**config.mk**
```make
export PLATFORM = sky130hd
export DESIGN_NAME = trigger_link_reset_ctrl
export DESIGN_NICKNAME = d
export VERILOG_FILES = /design/src/rtl/trigger_link_reset_ctrl.sv
export SDC_FILE = /design/constraint.sdc
export NUM_CORES = 1
export LEC_CHECK = 0
export BUFFER_PORTS_ARGS = -buffer_cell sky130_fd_sc_hd__buf_2
export CAP_MARGIN = 30
export CORE_ASPECT_RATIO = 0.7
export CORE_MARGIN = 4
export CORE_UTILIZATION = 55
export DETAILED_ROUTE_END_ITERATION = 7
export GPL_ROUTABILITY_DRIVEN = 1
export PLACE_DENSITY = 0.88
export SLEW_MARGIN = 10
export SYNTH_ARGS = -nofsm -noshare
export SYNTH_HDL_FRONTEND = slang
export SYNTH_SLANG_ARGS = --single-unit
```
**constraint.sdc**
```tcl
create_clock -name clk_40 -period 5.24 [get_ports clk_40]
set_clock_uncertainty 0.15 [all_clocks]
set_input_delay 0.524 -clock clk_40 [delete_from_list [all_inputs] [get_ports clk_40]]
set_output_delay 0.524 -clock clk_40 [all_outputs]
set_load 0.01 [all_outputs]
```
**src/rtl/trigger_link_reset_ctrl.sv**
```systemverilog
// Power-up and relink sequencer for the trigger fiber links: it walks the QPLL, MMCM and GTX TX
// reset chain, waits for every enabled link to lock, and raises links_ready only once status has settled.
module trigger_link_reset_ctrl #(
    parameter int PLL_RST_CYCLES = 16,
    parameter int LOCK_TIMEOUT   = 4000,
    parameter int SETTLE_CYCLES  = 64
) (
    input  logic       clk_40,
    input  logic       reset,
    input  logic       force_relink,
    input  logic [3:0] link_mask,
    input  logic [3:0] tx_pll_locked,
    input  logic       mmcm_locked,
    input  logic [3:0] tx_reset_done,
    input  logic [3:0] tx_sync_done,
    output logic       txpll_rst,
    output logic       mmcm_rst,
    output logic       gtx_tx_rst,
    output logic       trg_rst,
    output logic       links_ready,
    output logic [2:0] state,
    output logic [7:0] retry_count,
    output logic       timeout_err
);

    typedef enum logic [2:0] {
        ST_RST          = 3'd0,
        ST_WAIT_PLL     = 3'd1,
        ST_WAIT_MMCM    = 3'd2,
        ST_WAIT_RSTDONE = 3'd3,
        ST_WAIT_SYNC    = 3'd4,
        ST_SETTLE       = 3'd5,
        ST_READY        = 3'd6
    } state_t;

    logic [3:0]  pll_p0, pll_p1;
    logic        mmcm_p0, mmcm_p1;
    logic [3:0]  rdone_p0, rdone_p1;
    logic [3:0]  sync_p0, sync_p1;

    state_t      cur_state, nxt_state;
    logic [15:0] timer;
    logic        retry_inc, timeout_set, entering;
    logic        pll_ok, mmcm_ok, rdone_ok, sync_ok, all_ok, lock_tmo;

    // Two-flop synchronizers for the asynchronous status inputs
    always_ff @(posedge clk_40) begin
        if (reset) begin
            pll_p0   <= '0;
            pll_p1   <= '0;
            mmcm_p0  <= 1'b0;
            mmcm_p1  <= 1'b0;
            rdone_p0 <= '0;
            rdone_p1 <= '0;
            sync_p0  <= '0;
            sync_p1  <= '0;
        end else begin
            pll_p0   <= tx_pll_locked;
            pll_p1   <= pll_p0;
            mmcm_p0  <= mmcm_locked;
            mmcm_p1  <= mmcm_p0;
            rdone_p0 <= tx_reset_done;
            rdone_p1 <= rdone_p0;
            sync_p0  <= tx_sync_done;
            sync_p1  <= sync_p0;
        end
    end

    // Masked-off links count as good; the mask is used live so changes apply immediately
    assign pll_ok   = &(pll_p1 | ~link_mask);
    assign mmcm_ok  = mmcm_p1;
    assign rdone_ok = &(rdone_p1 | ~link_mask);
    assign sync_ok  = &(sync_p1 | ~link_mask);
    assign all_ok   = pll_ok & mmcm_ok & rdone_ok & sync_ok;
    assign lock_tmo = (timer == 16'(LOCK_TIMEOUT - 1));

    always_comb begin
        nxt_state   = cur_state;
        retry_inc   = 1'b0;
        timeout_set = 1'b0;
        case (cur_state)
            ST_RST:
                if (timer == 16'(PLL_RST_CYCLES - 1)) nxt_state = ST_WAIT_PLL;
            ST_WAIT_PLL:
                if (pll_ok) nxt_state = ST_WAIT_MMCM;
                else if (lock_tmo) begin
                    nxt_state   = ST_RST;
                    retry_inc   = 1'b1;
                    timeout_set = 1'b1;
                end
            ST_WAIT_MMCM:
                if (mmcm_ok) nxt_state = ST_WAIT_RSTDONE;
                else if (lock_tmo) begin
                    nxt_state   = ST_RST;
                    retry_inc   = 1'b1;
                    timeout_set = 1'b1;
                end
            ST_WAIT_RSTDONE:
                if (rdone_ok) nxt_state = ST_WAIT_SYNC;
                else if (lock_tmo) begin
                    nxt_state   = ST_RST;
                    retry_inc   = 1'b1;
                    timeout_set = 1'b1;
                end
            ST_WAIT_SYNC:
                if (sync_ok) nxt_state = ST_SETTLE;
                else if (lock_tmo) begin
                    nxt_state   = ST_RST;
                    retry_inc   = 1'b1;
                    timeout_set = 1'b1;
                end
            ST_SETTLE:
                if (!all_ok) begin
                    nxt_state = ST_RST;
                    retry_inc = 1'b1;
                end else if (timer == 16'(SETTLE_CYCLES - 1)) nxt_state = ST_READY;
            ST_READY:
                if (!(pll_ok && mmcm_ok)) begin
                    nxt_state = ST_RST;
                    retry_inc = 1'b1;
                end
            default:
                nxt_state = ST_RST;
        endcase
        // A manual relink is not a retry and beats every other transition
        if (force_relink) begin
            nxt_state   = ST_RST;
            retry_inc   = 1'b0;
            timeout_set = 1'b0;
        end
    end

    assign entering = (nxt_state != cur_state) || force_relink;

    // Outputs are registered decodes of the next state, so they line up with the state register
    always_ff @(posedge clk_40) begin
        if (reset) begin
            cur_state   <= ST_RST;
            timer       <= '0;
            retry_count <= '0;
            timeout_err <= 1'b0;
            txpll_rst   <= 1'b1;
            mmcm_rst    <= 1'b1;
            gtx_tx_rst  <= 1'b1;
            trg_rst     <= 1'b1;
            links_ready <= 1'b0;
        end else begin
            cur_state   <= nxt_state;
            timer       <= entering ? 16'd0 : timer + 16'd1;
            if (retry_inc && retry_count != 8'hFF) retry_count <= retry_count + 8'd1;
            if (timeout_set) timeout_err <= 1'b1;
            txpll_rst   <= (nxt_state == ST_RST);
            mmcm_rst    <= (nxt_state == ST_RST) || (nxt_state == ST_WAIT_PLL);
            gtx_tx_rst  <= (nxt_state == ST_RST) || (nxt_state == ST_WAIT_PLL) ||
                           (nxt_state == ST_WAIT_MMCM);
            trg_rst     <= (nxt_state == ST_RST) || (nxt_state == ST_WAIT_PLL) ||
                           (nxt_state == ST_WAIT_MMCM) || (nxt_state == ST_WAIT_RSTDONE);
            links_ready <= (nxt_state == ST_READY);
        end
    end

    assign state = cur_state;

endmodule

```
==> qor.txt <==
H-tree lvl count -> 3
IO buf count -> 36
Die extent in x -> 90.3 µm
HPWL Detailed -> 3760 µm
IO Pins -> 37
Post_cts resized -> 0
Tcrit/Tclk final -> 47.4%
Site row count -> 20
Worst Path Max Fanout -> 16
Hold slack -> 0.244 ns
RSZ-0062 raised after global routing -> no
Vert. Die Dim -> 65.6 µm
Synth area leaders -> dfxtp_1 (45%), nor2b_1 (8.9%), nor2_1 (3.9%)
Slew Viols, Final -> 0
Post-Synthesis Mean Instance Area -> 9.58 µm²
Cts bufs inserted -> 9
Worst Tran Pin Value -> 0.711 ns
Number of synthesized flops with an enable pin -> 0
CP endpoint kind -> register
Syn nets -> 294
Die area -> 5920 µm²
Peak Freq -> 403 MHz
Sequential fraction of the synthesis area -> 45.3%
LEAKAGE -> 1.12 nW
Final setup viols -> 0
Final min period -> 2.48 ns
PwrDens -> 297 nW/µm²
Status -> completed
Vias in the first global route -> 1,890
CP Launch Type -> register
Worst-case clock buffer depth -> 2
Via/cell ratio -> 5.49
Primary FF master, synth -> dfxtp_1
CTS clock-pin slew for the worst setup and hold paths -> 0.07 ns
Routed wire length -> 5150 µm
Post-CTS Repair Setup Buffers -> 0
# diodes -> 0
CTS tree -> yes
Design area -> 3010 µm²
DRC viols -> 0
Cells after synthesis -> 272
Critical path data arrival time -> 2.55 ns
Drt first pass iters -> 4
FILL cells -> 353
Layout net count -> 333
#FFs+latches synth -> 59
Synth unique cells -> 59
Max Cap Viol -> 0
Worst Path Required -> 5.31 ns
Post-synth top area cell -> dfxtp_1
WL/cell -> 13.9 µm
Placed cell area -> 2820 µm²
Core Util, Final -> 67.7%
Fin Setup TNS -> 0 ns
Peak VDD IR -> 0.000222 V
GR Overflow Total -> 0
Largest net degree at the start of global routing -> 41
Gr usage total -> 18.8%
Global-route wire length before repair -> 8610 µm
Number of clock sinks -> 59
Yosys Warn Count -> 0
Proportion of layout cells with a drive suffix above 1 -> 23.7%
Root Buffer Master -> clkbuf_8
Starting density of the core -> 58.5%
Hold_buf cts -> 0
Placer Congestion -> 0.909
Area grow syn2layout -> 15.7%
Slew headroom -> 52.5%
Fin. Hold Viols -> 0
DRT iter0 DRCs -> 162
CP Class -> reg -> reg
Setup ws final -> 2.76 ns
Mapped Area -> 2610 µm²
Initial antenna violation count -> 0
Worst-Skew Late Latency -> 0.34 ns
DRT antenna net count -> 0
Synth top area share -> 45.3%
Place WS -> 2.48 ns
Core area -> 4450 µm²
Via count -> 2,036
Synth async-reset ratio -> 0%
HP Class -> in -> reg
==> area by class of cell <==
cell class | instances | area [µm²] | share of cell area (%)
clock buffer | 10 | 128 | 4.23
tap | 55 | 68.8 | 2.28
multi-input combinational | 195 | 1350 | 44.9
clock inverter | 6 | 66.3 | 2.20
sequential | 59 | 1180 | 39.2
timing repair buffer | 36 | 180 | 5.98
inverter | 10 | 37.5 | 1.25
==> where the power goes <==
group,switching [W],internal [W],total [W]
registers,0.00000357,0.000458,0.000462
logic,0.0000193,0.0000170,0.0000363
clock network,0.000179,0.000219,0.000398
total,0.000202,0.000694,0.000896
==> state kept, by name, summed over array words and instances (netlist names), 3 cells and up <==
signal	flops
pll_p0	4
pll_p1	4
rdone_p0	4
rdone_p1	4
retry_count	8
state	3
sync_p0	4
sync_p1	4
timer	16
==> worst max-delay path, cell delays in order (launching register included) <==
cell	delay, ns
dfxtp_1	0.64
inv_1	0.26
nor3_1	0.37
o31ai_2	0.20
a21oi_4	0.28
nand4_1	0.14
mux2_1	0.32
==> logic make-up after synthesis <==
kind of cell             Yosys count  synth area share [%]
AND/OR/NAND/NOR                  133                  29.1
XOR/XNOR                          18                  6.34
AO/OA/AOI/OAI                     40                  14.6
multiplexers                       2                 0.816
adder cells (fa/ha/maj)            2                 0.960
buffers and inverters             18                  2.78
flip-flops                        59                  45.3
==> synth_stat cells, types with 3 or more instances <==
master,number
a211oi_1,3
nand2_1,14
o21ai_0,3
a21oi_1,10
nand2b_1,3
xor2_1,8
inv_1,10
clkbuf_1,4
nor2_1,27
nor2b_1,37
xnor2_1,9
and3_1,4
dfxtp_1,59
nand3_1,15
nor3_1,12
==> layer usage <==
layer | global-route usage (%) | up-vias | share of wire [%]
li1 | - | 1021 | -
met5 | 0 | - | 0
met2 | 27.3 | 72 | 42
met1 | 24.1 | 933 | 49
met4 | 9.35 | 0 | 1.9
met3 | 7.67 | 10 | 7.4
==> metrics by stage <==
step | cells | total power [W]
CTS | 371 | 0.000902
global route | 371 | 0.000931
global placement | 355 | 0.000507
detailed placement | 355 | 0.000508
floorplan | 272 | 0.000495
finish | 371 | 0.000896
==> path summary, 6_finish.rpt <==
| path | start | end | slack, ns | depth (start not counted) |
|---|---|---|---|---|
| worst min register to register | mmcm_p0 | mmcm_ok | 0.29 | 1 |
| worst max-delay path | state[0] | retry_count[3] | 2.76 | 6 |
| worst min-delay path | tx_reset_done[2] | rdone_p0[2] | 0.24 | 2 |
| worst max register to register | state[0] | retry_count[3] | 2.76 | 6 |
==> cells in the final DEF (no fill, tap or decap), types with 4 or more instances in the layout <==
cell / synthesis / final
nor2b_1: 37 / 37
a21oi_1: 10 / 10
dfxtp_1: 59 / 59
inv_1: 10 / 10
nand3_1: 15 / 15
xnor2_1: 9 / 9
nand2_1: 14 / 14
nor3_1: 12 / 12
nor2_1: 27 / 27
clkbuf_8: 0 / 9
and3_1: 4 / 4
xor2_1: 8 / 8
buf_2: 1 / 36
Power figures use the tool's default switching activity.
